$ cat config.mk
export PLATFORM = sky130hd
export DESIGN_NAME = reservation_station
export DESIGN_NICKNAME = d
export VERILOG_FILES = /design/src/rtl/reservation_station.sv
export SDC_FILE = /design/constraint.sdc
export NUM_CORES = 2
export LEC_CHECK = 0
export ABC_AREA = 0
export CORE_ASPECT_RATIO = 1.75
export CORE_UTILIZATION = 40
export CTS_BUF_LIST = sky130_fd_sc_hd__clkbuf_2
export CTS_CLUSTER_DIAMETER = 50
export DETAILED_ROUTE_END_ITERATION = 10
export SLEW_MARGIN = 20
export SYNTH_ARGS = -nofsm -noshare
export SYNTH_HDL_FRONTEND = slang
export SYNTH_SLANG_ARGS = --single-unit
$ cat constraint.sdc
create_clock -name clk -period 4.6 [get_ports clk]
set_input_delay 0.69 -clock clk [delete_from_list [all_inputs] [get_ports clk]]
set_output_delay 0.69 -clock clk [all_outputs]
set_load 0.01 [all_outputs]
$ cat src/rtl/reservation_station.sv
// Reservation station for the integer ALU: buffers dispatched ops, snoops both
// result buses for pending operands and issues the lowest-index ready entry per cycle.
module reservation_station #(
  parameter int unsigned RS_SIZE = 8,
  parameter int unsigned ROB_W   = 4
) (
  input  logic             clk,
  input  logic             rst,
  input  logic             rdy,
  input  logic             has_misbranch,
  input  logic             in_valid,
  input  logic [5:0]       in_op,
  input  logic [31:0]      in_imm,
  input  logic [31:0]      in_pc,
  input  logic [4:0]       in_shamt,
  input  logic [ROB_W-1:0] in_rd_robnum,
  input  logic             in_rs1_ready,
  input  logic [31:0]      in_rs1_val,
  input  logic [ROB_W-1:0] in_rs1_robnum,
  input  logic             in_rs2_ready,
  input  logic [31:0]      in_rs2_val,
  input  logic [ROB_W-1:0] in_rs2_robnum,
  input  logic             alu_cdb_valid,
  input  logic [ROB_W-1:0] alu_cdb_robnum,
  input  logic [31:0]      alu_cdb_data,
  input  logic             lsb_cdb_valid,
  input  logic [ROB_W-1:0] lsb_cdb_robnum,
  input  logic [31:0]      lsb_cdb_data,
  output logic             rs_full,
  output logic             has_to_alu,
  output logic [5:0]       op,
  output logic [31:0]      imm,
  output logic [31:0]      pc,
  output logic [4:0]       shamt,
  output logic [ROB_W-1:0] out_rd_robnum,
  output logic [31:0]      rs1_oprand,
  output logic [31:0]      rs2_oprand
);

  localparam int unsigned IdxW = (RS_SIZE > 1) ? $clog2(RS_SIZE) : 1;

  logic [RS_SIZE-1:0] busy_q, r1_rdy_q, r2_rdy_q;
  logic [5:0]         op_q     [RS_SIZE];
  logic [31:0]        imm_q    [RS_SIZE];
  logic [31:0]        pc_q     [RS_SIZE];
  logic [4:0]         shamt_q  [RS_SIZE];
  logic [ROB_W-1:0]   rd_q     [RS_SIZE];
  logic [31:0]        r1_val_q [RS_SIZE];
  logic [31:0]        r2_val_q [RS_SIZE];
  logic [ROB_W-1:0]   r1_tag_q [RS_SIZE];
  logic [ROB_W-1:0]   r2_tag_q [RS_SIZE];

  logic [32:0]        r1_snoop [RS_SIZE];
  logic [32:0]        r2_snoop [RS_SIZE];
  logic [32:0]        in1_snoop, in2_snoop;
  logic               free_found, sel_found;
  logic [IdxW-1:0]    free_idx, sel_idx;

  // {hit, data}; the ALU bus wins when both carry the same tag
  function automatic logic [32:0] snoop(input logic [ROB_W-1:0] tag);
    if (alu_cdb_valid && alu_cdb_robnum == tag) return {1'b1, alu_cdb_data};
    if (lsb_cdb_valid && lsb_cdb_robnum == tag) return {1'b1, lsb_cdb_data};
    return 33'd0;
  endfunction

  always_comb begin
    free_found = 1'b0;
    free_idx   = '0;
    sel_found  = 1'b0;
    sel_idx    = '0;
    for (int i = RS_SIZE - 1; i >= 0; i--) begin
      r1_snoop[i] = snoop(r1_tag_q[i]);
      r2_snoop[i] = snoop(r2_tag_q[i]);
      if (!busy_q[i]) begin
        free_found = 1'b1;
        free_idx   = IdxW'(i);
      end
      if (busy_q[i] && r1_rdy_q[i] && r2_rdy_q[i]) begin
        sel_found = 1'b1;
        sel_idx   = IdxW'(i);
      end
    end
    in1_snoop = snoop(in_rs1_robnum);
    in2_snoop = snoop(in_rs2_robnum);
  end

  assign rs_full = &busy_q;

  always_ff @(posedge clk or negedge rst) begin
    if (!rst) begin
      busy_q        <= '0;
      r1_rdy_q      <= '0;
      r2_rdy_q      <= '0;
      has_to_alu    <= 1'b0;
      op            <= '0;
      imm           <= '0;
      pc            <= '0;
      shamt         <= '0;
      out_rd_robnum <= '0;
      rs1_oprand    <= '0;
      rs2_oprand    <= '0;
    end else if (has_misbranch) begin
      busy_q     <= '0;
      has_to_alu <= 1'b0;
    end else if (rdy) begin
      for (int i = 0; i < RS_SIZE; i++) begin
        if (busy_q[i] && !r1_rdy_q[i] && r1_snoop[i][32]) begin
          r1_rdy_q[i] <= 1'b1;
          r1_val_q[i] <= r1_snoop[i][31:0];
        end
        if (busy_q[i] && !r2_rdy_q[i] && r2_snoop[i][32]) begin
          r2_rdy_q[i] <= 1'b1;
          r2_val_q[i] <= r2_snoop[i][31:0];
        end
      end
      if (sel_found) begin
        has_to_alu      <= 1'b1;
        op              <= op_q[sel_idx];
        imm             <= imm_q[sel_idx];
        pc              <= pc_q[sel_idx];
        shamt           <= shamt_q[sel_idx];
        out_rd_robnum   <= rd_q[sel_idx];
        rs1_oprand      <= r1_val_q[sel_idx];
        rs2_oprand      <= r2_val_q[sel_idx];
        busy_q[sel_idx] <= 1'b0;
      end else begin
        has_to_alu <= 1'b0;
      end
      // The issuing slot is still busy here, so free_idx never collides with sel_idx
      if (in_valid && free_found) begin
        busy_q[free_idx]   <= 1'b1;
        op_q[free_idx]     <= in_op;
        imm_q[free_idx]    <= in_imm;
        pc_q[free_idx]     <= in_pc;
        shamt_q[free_idx]  <= in_shamt;
        rd_q[free_idx]     <= in_rd_robnum;
        r1_tag_q[free_idx] <= in_rs1_robnum;
        r2_tag_q[free_idx] <= in_rs2_robnum;
        r1_rdy_q[free_idx] <= in_rs1_ready | in1_snoop[32];
        r2_rdy_q[free_idx] <= in_rs2_ready | in2_snoop[32];
        r1_val_q[free_idx] <= in_rs1_ready ? in_rs1_val : in1_snoop[31:0];
        r2_val_q[free_idx] <= in_rs2_ready ? in_rs2_val : in2_snoop[31:0];
      end
    end
  end

endmodule

==> impl_metrics.sql <==
INSERT INTO impl_metrics (metric_group, metric, value, unit) VALUES
('final_layout', 'multiInputGateArea', '23200', 'sq um'),
('final_layout', 'nFillCells', '15000', ''),
('synthesis', 'avgSynthCellArea', '12.6', 'sq um'),
('final_layout', 'layout_commonest_cell', 'edfxtp_1', ''),
('placed_design', 'post-place-cells', '7431', ''),
('global_routing', 'first_global_vias', '54300', ''),
('synthesis', 'mapped_cell_area', '66100', 'sq um'),
('floorplan', 'die_area', '167000', 'sq um'),
('worst_setup_path', 'critical_path.max_stage_delay', '730', 'ps'),
('power_and_ir_drop', 'max-vdd-ir-drop', '0.000154', 'V'),
('floorplan', 'placement_rows', '197', ''),
('placed_design', 'dpl.hpwl', '159', 'mm'),
('synthesis', 'synth_enable_flop_cells', '1208', ''),
('worst_setup_path', 'reg2regPathDepth', '7', ''),
('clocking', 'cts_root_buf', 'clkbuf_2', ''),
('floorplan', 'pin_count', '377', ''),
('placed_design', 'finalWeightedCongestion', '0.917', ''),
('hold_path', 'whs_path_depth', '4', ''),
('detailed_routing', 'drt_iter0_markers', '6335', ''),
('power_and_ir_drop', 'power.density', '325', 'nW/um^2'),
('synthesis', 'synth.largest_area_cell', 'edfxtp_1', ''),
('clocking', 'clk_transition_reported_paths', '100', 'ps'),
('synthesis', 'flip_flop_and_latch_count_after_synthesis', '1376', ''),
('timing', 'grt_setup_unrepaired', 'no', ''),
('worst_setup_path', 'critPathArrivalTime', '3420', 'ps'),
('worst_setup_path', 'setup.worst_path.class', 'flop to output pin', ''),
('final_layout', 'drive_above_1_share', '17.9', '%'),
('timing', 'period_minus_slack', '4110', 'ps'),
('floorplan', 'start_util', '40.2', '%'),
('synthesis', 'ys_async_sr_fraction', '12.2', '%'),
('global_routing', 'leftover_overflow_at_the_end_of_global_routing', '0', ''),
('worst_setup_path', 'crit-reg2reg-capture', 'rs1_oprand[12]', ''),
('worst_setup_path', 'cp-end-kind', 'output pin', ''),
('timing', 'fin_skew', '171', 'ps'),
('clocking', 'clock_insertion_delay_worst_skew', '1620', 'ps'),
('timing', 'tcrit_tclk_final', '89.4', '%'),
('timing', 'timing.setup.tns', '0', 'ps'),
('clocking', 'numClockSinks', '1376', ''),
('worst_setup_path', 'critical_path.slowest_cell', 'dfrtp_1', ''),
('detailed_routing', 'detail-route-antenna-nets', '0', ''),
('detailed_routing', 'drt_pass1_iterations', '9', ''),
('final_layout', 'layout.area.seq', '40500', 'sq um'),
('floorplan', 'core-area', '164000', 'sq um'),
('synthesis', 'yosys-top-cells-area', 'edfxtp_1 55%, mux2i_1 7.3%, dfrtp_1 6.4%, o22ai_1 4.5%, and3_1 2.1%', ''),
('clocking', 'post-cts-setup-buffers', '0', ''),
('timing', 'final-hold-violation-count', '0', ''),
('timing', 'timing.max_slew.rel_slack', '19.7', '%'),
('synthesis', 'synth.distinct_cells', '68', ''),
('clocking', 'cts_max_path_buffers', '4', ''),
('global_routing', 'grtUsageTotal', '31.8', '%'),
('worst_setup_path', 'critical_path_required', '3910', 'ps'),
('detailed_routing', 'drt_drc_violations_left', '0', ''),
('worst_setup_path', 'crit_path_max_fanout', '17', ''),
('power_and_ir_drop', 'post-layout-total-power', '0.0251', 'W'),
('synthesis', 'yosys_warnings', '0', ''),
('run_status', 'outcome', 'complete, no violations', ''),
('global_routing', 'maximum_number_of_pins_on_one_net_before_global_route_repair', '127', ''),
('floorplan', 'die_w', '309', 'um'),
('job', 'maxCapViolations', '0', ''),
('detailed_routing', 'routedWlPerCell', '33.3', 'um'),
('timing', 'max_freq', '0.243', 'GHz'),
('hold_path', 'timing.hold.worst.start', 'lsb_cdb_data[0]', ''),
('final_layout', 'most-common-layout-cells', '1208 x edfxtp_1, 480 x mux2i_1, 480 x o22ai_1, 466 x clkbuf_2, 375 x clkdlybuf4s50_1', ''),
('synthesis', 'synth_seq_area_share', '61.2', '%'),
('floorplan', 'die-height', '540', 'um'),
('clocking', 'cts_tree', 'yes', ''),
('synthesis', 'postSynth.topFlopCell', 'edfxtp_1', ''),
('timing', 'worst-slew-pin-transition', '1210', 'ps'),
('timing', 'setup_viol_count_final', '0', ''),
('worst_setup_path', 'timing.reg2reg.setup_slack', '920', 'ps'),
('worst_setup_path', 'timing.critical_path.cells', 'nand2_1, nor4_1, clkdlybuf4s50_1', '');
## repair_timing
| action | 4_1_cts | 5_1_grt |
|---|---|---|
| hold buffers | 114 | 0 |
| gates resized for setup | 0 | 0 |
| endpoints found under the hold margin | 887 | 0 |
## state kept, by name, summed over array words and instances, names as in the netlist, 40 cells and up
signal    count
r2_val_q    256
imm_q       256
shamt_q      40
r1_val_q    256
op_q         48
pc_q        256
## through the flow
| stage | util, % | cell area [sq um] | setup WS [ps] | hold WS [ps] |
|---|---|---|---|---|
| 2_1_floorplan | - | 66100 | 439 | 394 |
| 3_3_place_gp | 44.5 | 73100 | 593 | 465 |
| 3_5_place_dp | 44.5 | 73100 | 553 | 470 |
| 4_1_cts | 47.0 | 77300 | 407 | 3.52 |
| 5_1_grt | 47.0 | 77300 | 370 | 77.6 |
| 6_report | 47.0 | 77300 | 487 | 121 |
## report_power, final
part,switching [W],internal [W],leakage (nW)
combinational,0.00165,0.00115,9.92
clock,0.00517,0.00307,2.26
sequential,0.000286,0.0138,13.2
## cell type report
type | count | area share [%]
clock buffer | 466 | 3.02
multi-input combinational | 3198 | 30.0
tap | 2189 | 3.54
inverter | 46 | 0.249
sequential | 1376 | 52.4
antenna | 16 | 0.0518
timing repair buffer | 736 | 9.91
clock inverter | 115 | 0.834
## worst max-delay path, delay by kind of cell, from the launching register on
kind	cells	cell delay (ps)
AND/OR/NAND/NOR	2	580
buffers and inverters	1	650
flip-flops	1	730
## worst max path at each step
stage,startpoint,to,slack (ps),cells past startpoint
floorplan,has_misbranch,imm_q[1][0],440,7
global placement,lsb_cdb_robnum[1],r1_val_q[6][14],590,8
detailed placement,lsb_cdb_robnum[1],r1_val_q[6][13],550,8
CTS,busy_q[4],rs_full,410,3
global route,busy_q[0],rs_full,370,3
finish,busy_q[0],rs_full,490,3
## kinds of logic (layout without fill, tap and decap cells)
group / count (synthesis) / after routing / synth area share (%)
AOI/OAI and AO/OA: 1668 / 1668 / 17.9
DFF: 1376 / 1376 / 61.2
and+or+nand+nor: 872 / 872 / 6.80
xor gates and xnor gates: 144 / 144 / 1.91
muxes: 514 / 514 / 7.84
other: 0 / 16 / 0
buffers and inverters: 672 / 1363 / 4.38
## cell usage after synthesis, types with 36 or more instances
cell type / instances
nand3_1: 174
a21oi_1: 184
clkbuf_1: 367
a31o_2: 55
o21ai_0: 113
a31o_1: 54
nand2_1: 367
mux2i_1: 480
xnor2_1: 36
edfxtp_1: 1208
a31oi_1: 179
a221oi_1: 66
o21ai_2: 60
a222oi_1: 109
o21ai_1: 97
o22ai_1: 480
dfrtp_1: 168
xor2_1: 108
buf_1: 77
and3_1: 221
inv_1: 46
buf_2: 147
o31ai_2: 59
a2111oi_0: 109
## metal layers
| metal | up-vias | GRT usage (%) | part of all wire, % |
|---|---|---|---|
| met1 | 26700 | 36.9 | 35 |
| li1 | 22000 | - | - |
| met4 | 20 | 19.8 | 6.9 |
| met2 | 3748 | 52.6 | 48 |
| met5 | - | 0 | 0.051 |
| met3 | 1162 | 7.45 | 9.9 |
(Power assumes the default switching activity.)
